## config.mk

```make
export PLATFORM = sky130hd
export DESIGN_NAME = mux_scan_ctrl_flat
export DESIGN_NICKNAME = d
export VERILOG_FILES = /design/src/rtl/mux_scan_ctrl_if.sv /design/src/rtl/mux_scan_ctrl.sv /design/src/flat_wrapper.sv
export SDC_FILE = /design/constraint.sdc
export NUM_CORES = 1
export LEC_CHECK = 0
export ABC_AREA = 1
export CAP_MARGIN = 5
export CORE_AREA = 2 2 48 50
export CTS_CLUSTER_DIAMETER = 150
export CTS_CLUSTER_SIZE = 25
export DETAILED_ROUTE_END_ITERATION = 6
export DIE_AREA = 0 0 50 52
export HOLD_SLACK_MARGIN = 0.05
export PLACE_DENSITY_LB_ADDON = 0.25
export SYNTH_ARGS = -nofsm -noshare
export SYNTH_HDL_FRONTEND = slang
export SYNTH_SLANG_ARGS = --single-unit
```

## constraint.sdc

```tcl
create_clock -name clk -period 1.5 [get_ports clk]
set_input_delay 0.3 -clock clk [delete_from_list [all_inputs] [get_ports clk]]
set_output_delay 0.3 -clock clk [all_outputs]
set_load 0.005 [all_outputs]
```

## src/rtl/mux_scan_ctrl_if.sv

```systemverilog
// Interface between the scan controller and the rest of the design. It carries the control
// inputs, the y bit returned by the downstream 4:1 mux, and the scan outputs.
interface mux_scan_ctrl_if;
  logic       start;
  logic       cont;
  logic       abort;
  logic       y;
  logic [1:0] sel;
  logic       busy;
  logic       done;
  logic [3:0] sample;

  modport master (output start, cont, abort, y, input sel, busy, done, sample);
  modport slave  (input start, cont, abort, y, output sel, busy, done, sample);
endinterface

```

## src/rtl/mux_scan_ctrl.sv

```systemverilog
// Steps a 4:1 mux select through channels 0..3, holding each for DWELL cycles before capturing y.
// Each scan takes 4*DWELL cycles to done. No backpressure; start is ignored while busy.
module mux_scan_ctrl #(
  parameter int DWELL = 4
) (
  input  logic            clk,
  input  logic            rst_n,
  mux_scan_ctrl_if.slave  bus
);

  typedef enum logic {IDLE, SCAN} state_t;

  localparam logic [7:0] LAST = 8'(DWELL - 1);

  state_t     state, state_nxt;
  logic [1:0] sel, sel_nxt;
  logic [7:0] cnt, cnt_nxt;
  logic [3:0] shadow, shadow_nxt;
  logic [3:0] sample, sample_nxt;
  logic       done, done_nxt;

  always_ff @(posedge clk) begin
    if (!rst_n) begin
      state  <= IDLE;
      sel    <= 2'd0;
      cnt    <= 8'd0;
      shadow <= 4'd0;
      sample <= 4'd0;
      done   <= 1'b0;
    end else begin
      state  <= state_nxt;
      sel    <= sel_nxt;
      cnt    <= cnt_nxt;
      shadow <= shadow_nxt;
      sample <= sample_nxt;
      done   <= done_nxt;
    end
  end

  always_comb begin
    state_nxt  = state;
    sel_nxt    = sel;
    cnt_nxt    = cnt;
    shadow_nxt = shadow;
    sample_nxt = sample;
    done_nxt   = 1'b0;
    case (state)
      IDLE: begin
        sel_nxt = 2'd0;
        cnt_nxt = 8'd0;
        if (bus.start && !bus.abort) begin
          state_nxt = SCAN;
        end
      end
      SCAN: begin
        if (bus.abort) begin
          // Abort wins over capture: the partial result is dropped and no done pulse is produced.
          state_nxt  = IDLE;
          sel_nxt    = 2'd0;
          cnt_nxt    = 8'd0;
          shadow_nxt = 4'd0;
        end else if (cnt == LAST) begin
          cnt_nxt         = 8'd0;
          shadow_nxt[sel] = bus.y;
          if (sel == 2'd3) begin
            sample_nxt = shadow_nxt;
            shadow_nxt = 4'd0;
            done_nxt   = 1'b1;
            sel_nxt    = 2'd0;
            if (!bus.cont) begin
              state_nxt = IDLE;
            end
          end else begin
            sel_nxt = sel + 2'd1;
          end
        end else begin
          cnt_nxt = cnt + 8'd1;
        end
      end
      default: state_nxt = IDLE;
    endcase
  end

  assign bus.sel    = sel;
  assign bus.busy   = (state == SCAN);
  assign bus.done   = done;
  assign bus.sample = sample;

endmodule
```

## src/flat_wrapper.sv

```systemverilog
// flat-port wrapper written by rule: the top's interface ports become plain ports
module mux_scan_ctrl_flat 
#(
  parameter int DWELL = 4
)
  (clk, rst_n, bus_start, bus_cont, bus_abort, bus_y, bus_sel, bus_busy, bus_done, bus_sample);
  mux_scan_ctrl_if bus_i ();
  input  logic clk;
  input  logic rst_n;
  input wire logic [$bits(bus_i.start)-1:0] bus_start;
  input wire logic [$bits(bus_i.cont)-1:0] bus_cont;
  input wire logic [$bits(bus_i.abort)-1:0] bus_abort;
  input wire logic [$bits(bus_i.y)-1:0] bus_y;
  output wire logic [$bits(bus_i.sel)-1:0] bus_sel;
  output wire logic [$bits(bus_i.busy)-1:0] bus_busy;
  output wire logic [$bits(bus_i.done)-1:0] bus_done;
  output wire logic [$bits(bus_i.sample)-1:0] bus_sample;
  assign bus_i.start = bus_start;
  assign bus_i.cont = bus_cont;
  assign bus_i.abort = bus_abort;
  assign bus_i.y = bus_y;
  assign bus_sel = bus_i.sel;
  assign bus_busy = bus_i.busy;
  assign bus_done = bus_i.done;
  assign bus_sample = bus_i.sample;
  mux_scan_ctrl #(.DWELL(DWELL)) u_core (.clk(clk), .rst_n(rst_n), .bus(bus_i));
endmodule
```

==> summary.txt <==
Synth
  • Mapped Nets: between 150 and 200
  • Top_reg_cell synth: dfxtp_1
  • Mapped Cells: about 150
  • Main area contributors after synthesis: dfxtp_1, nand2_1, nor2_1, inv_1, ha_1
  • Yosys top cell area share: 0.378
  • Synth area leader: dfxtp_1
  • Synth Cell Area: 1060 um^2
  • EDFF count, synth: 0
  • Netlist cell types: 24
  • Mean Syn Cell Area: approximately 7 um^2
  • Synth warnings: 0
  • Sequential area share after synthesis: 0.378
  • FF+latch count, synth: 20
  • Async SR Flop Fraction: 0

Timing
  • Fin worst setup slack: ~0.068 ns
  • Worst-Margin Slew: about 0.24 ns
  • Final setup vio count: 0
  • Setup TNS Final: 0 ns
  • Fin crit share: 0.955
  • Slew Limit Fails: 0
  • Fmax achieved: about 0.7 GHz
  • Hold Slack: ~0.5 ns
  • Setup Skew: around 0.0023 ns
  • Final hold vios: 0
  • Slew headroom: 0.839
  • Unrepaired setup endpoints after global routing: false
  • Fin crit period: 1.43 ns

Critical path
  • Critical path class: reg -> out
  • Crit end category: primary output
  • Worst path bufs/invs: 1
  • CP Cell Sequence: clkdlybuf4s50_1
  • Max FO, Critical Path: 2
  • Critical path arrival: 1.13 ns
  • Worst EP required: around 1.2 ns
  • Worst setup SP type: flop
  • Slowest stage delay, CP: around 0.5 ns
  • R2r worst-path depth: 6
  • Critical path's slowest cell: clkdlybuf4s50_1
  • CP top delay family: buffers and inverters
  • Levels on crit path: 1
  • Register-to-register setup slack: between 0.1 and 0.15 ns

Clocking
  • Hold-fix buffers at CTS: 0
  • Clk sink count: 20
  • Worst-path clk slew: about 0.10 ns
  • Worst skew pair latency: 0.29 ns
  • TritonCTS clock tree: yes
  • Num CTS Buffers: 3
  • CTS root buffer: clkbuf_4
  • H-tree depth: 1
  • Bufs on Longest Clock Path: 2

Die
  • Core area: roughly 2100 um^2
  • Horiz. Die Dim: about 50 um
  • Io pins: 14
  • Initial Utilization: 0.503
  • Row cnt: 17
  • Die H: approximately 52 um
  • Full die area: between 2000 and 3000 um^2

Cells and area
  • Multi-input gate area: around 550 um^2
  • Register area: a little over 400 um^2
  • Fin area: ~1300 um^2
  • N_diodes: 0
  • Synth-to-Final Area Change: 21.1%
  • Fin nets: 182
  • Share of post-route cells with drive strength above 1: 0.136
  • Non-Filler Instances: 197
  • Fillers: roughly 200

Power
  • Internal power: roughly 0.65 mW
  • Clk pwr share: 0.290
  • Comb pwr share: 0.076
  • Leakage: around 0.58 nW
  • Max IR drop VDD: around 0.45 mV
  • Sequential share of power: 0.634
  • Psw: around 0.19 mW
  • Pwr dens: around 660 nW/um^2
  • Sw Ratio: 0.225

Flow run
  • Max Cap Viol: 0

Drt
  • Wire per inst: roughly 10 um
  • Detailed-route via count: 947
  • Routed WL: ~2000 um
  • Routed Antenna Nets: 0
  • 1st-pass router iterations: 4
  • Avg Vias per Cell: 4.81
  • DRT iter0 DRCs: 9
  • DRC violations left: 0

Global routing
  • Initial antenna violation count: 0
  • GRT Residual Overflow: 0
  • Total track usage: 0.178
  • First-pass GRT wire length: ~3600 um
  • Vias in the first global route: ~900
  • Largest net degree at the start of global routing: 18

Placed design
  • Dpl cells: 193
  • Pre-CTS setup slack: ~0.061 ns
  • DP Area: 1240 um^2
  • Detailed placer's ending HPWL: roughly 1600 um
  • Port bufs: 13
  • Final Wtd Congestion: 0.838

Run status
  • Status: completed

Worst hold path
  • Hold Path Stages: 2
  • Worst hold-check path type: reg -> reg
==> cells in the mapped netlist (2+ instances only) <==
cell type	number
o21ai_0	3
ha_1	5
o211ai_1	3
inv_2	3
nand2_2	2
nand2_1	31
nand4_1	5
nor2_1	24
nand3_1	7
a21oi_1	6
nor3_1	3
inv_1	21
dfxtp_1	20
nand3_2	3
buf_2	3
or2_2	2
xor2_1	3
==> stage by stage <==
| stage | power [mW] | util |
|---|---|---|
| 2_1_floorplan | 0.587 | - |
| 3_3_place_gp | 0.614 | 0.589 |
| 3_5_place_dp | 0.615 | 0.589 |
| 4_1_cts | 0.854 | 0.601 |
| 5_1_grt | 0.884 | 0.610 |
| 6_report | 0.845 | 0.610 |
==> state kept, by name, indices dropped and copies added, names as in the netlist <==
signal,flops
u_core.bus.done,1
u_core.shadow,4
u_core.bus.sample,4
u_core.cnt,8
u_core.bus.sel,2
u_core.bus.busy,1
==> cell type report <==
class | instances | area share
repair buffers | 18 | 0.135
multi-input cells | 103 | 0.429
well taps | 28 | 0.0273
inverters | 25 | 0.0731
clock buffers | 3 | 0.0175
flip-flops and latches | 20 | 0.319
==> worst register-to-register path, cell delays in order (launching register included) <==
cell and delay (ns):
dfxtp_1 0.39, ha_1 0.25, nand3_2 0.11, nor2_4 0.20
nand3_2 0.10, or2_0 0.20, nand2_1 0.07
==> what timing repair did <==
item / CTS / global route
resized for setup: 2 / 5
setup endpoints to repair: 2 / 3
buffers inserted: 0 / 1
==> path summary, 6_finish.rpt <==
kind,from,end
max,u_core.bus.busy$_SDFF_PN0_,bus_busy
min,u_core.cnt[3]$_SDFF_PP0_,u_core.cnt[3]$_SDFF_PP0_
max reg2reg,u_core.cnt[1]$_SDFF_PP0_,u_core.bus.sel[1]$_SDFFE_PN0P_
min reg2reg,u_core.cnt[3]$_SDFF_PP0_,u_core.cnt[3]$_SDFF_PP0_
==> cell usage in the layout, fill, tap and decap left out, types with 5 or more instances in the layout <==
| master | count |
|---|---|
| nand4_1 | 5 |
| ha_1 | 5 |
| dfxtp_1 | 17 |
| clkdlybuf4s50_1 | 11 |
| a21oi_1 | 6 |
| nor2_1 | 24 |
| buf_4 | 5 |
| nand3_1 | 7 |
| nand2_1 | 31 |
| inv_1 | 21 |
==> routing by layer <==
layer	vias to the layer above	global-route usage	routed length (um)
li1	510	-	-
met3	2	0.0259	56
met2	15	0.305	957
met4	0	0.0880	16
met1	420	0.219	965
met5	-	0	0
==> power by group through the flow <==
stage	registers, mW	clock network, mW	logic [mW]
global route	0.536	0.274	0.0740
finish	0.535	0.245	0.0645
detailed placement	0.551	0	0.0643
floorplan	0.551	0	0.0365
global placement	0.551	0	0.0634
CTS	0.539	0.251	0.0644
==> cells by family (layout without fill, tap and decap cells) <==
family | Yosys count | after routing | synth area share
buffers and inverters | 28 | 46 | 0.103
AOI/OAI and AO/OA | 13 | 13 | 0.0685
and+or+nand+nor | 81 | 81 | 0.359
xor gates and xnor gates | 4 | 4 | 0.0331
DFF | 20 | 20 | 0.378
adders and majority gates | 5 | 5 | 0.0590
Note: power is estimated with default switching activity, not from simulation.
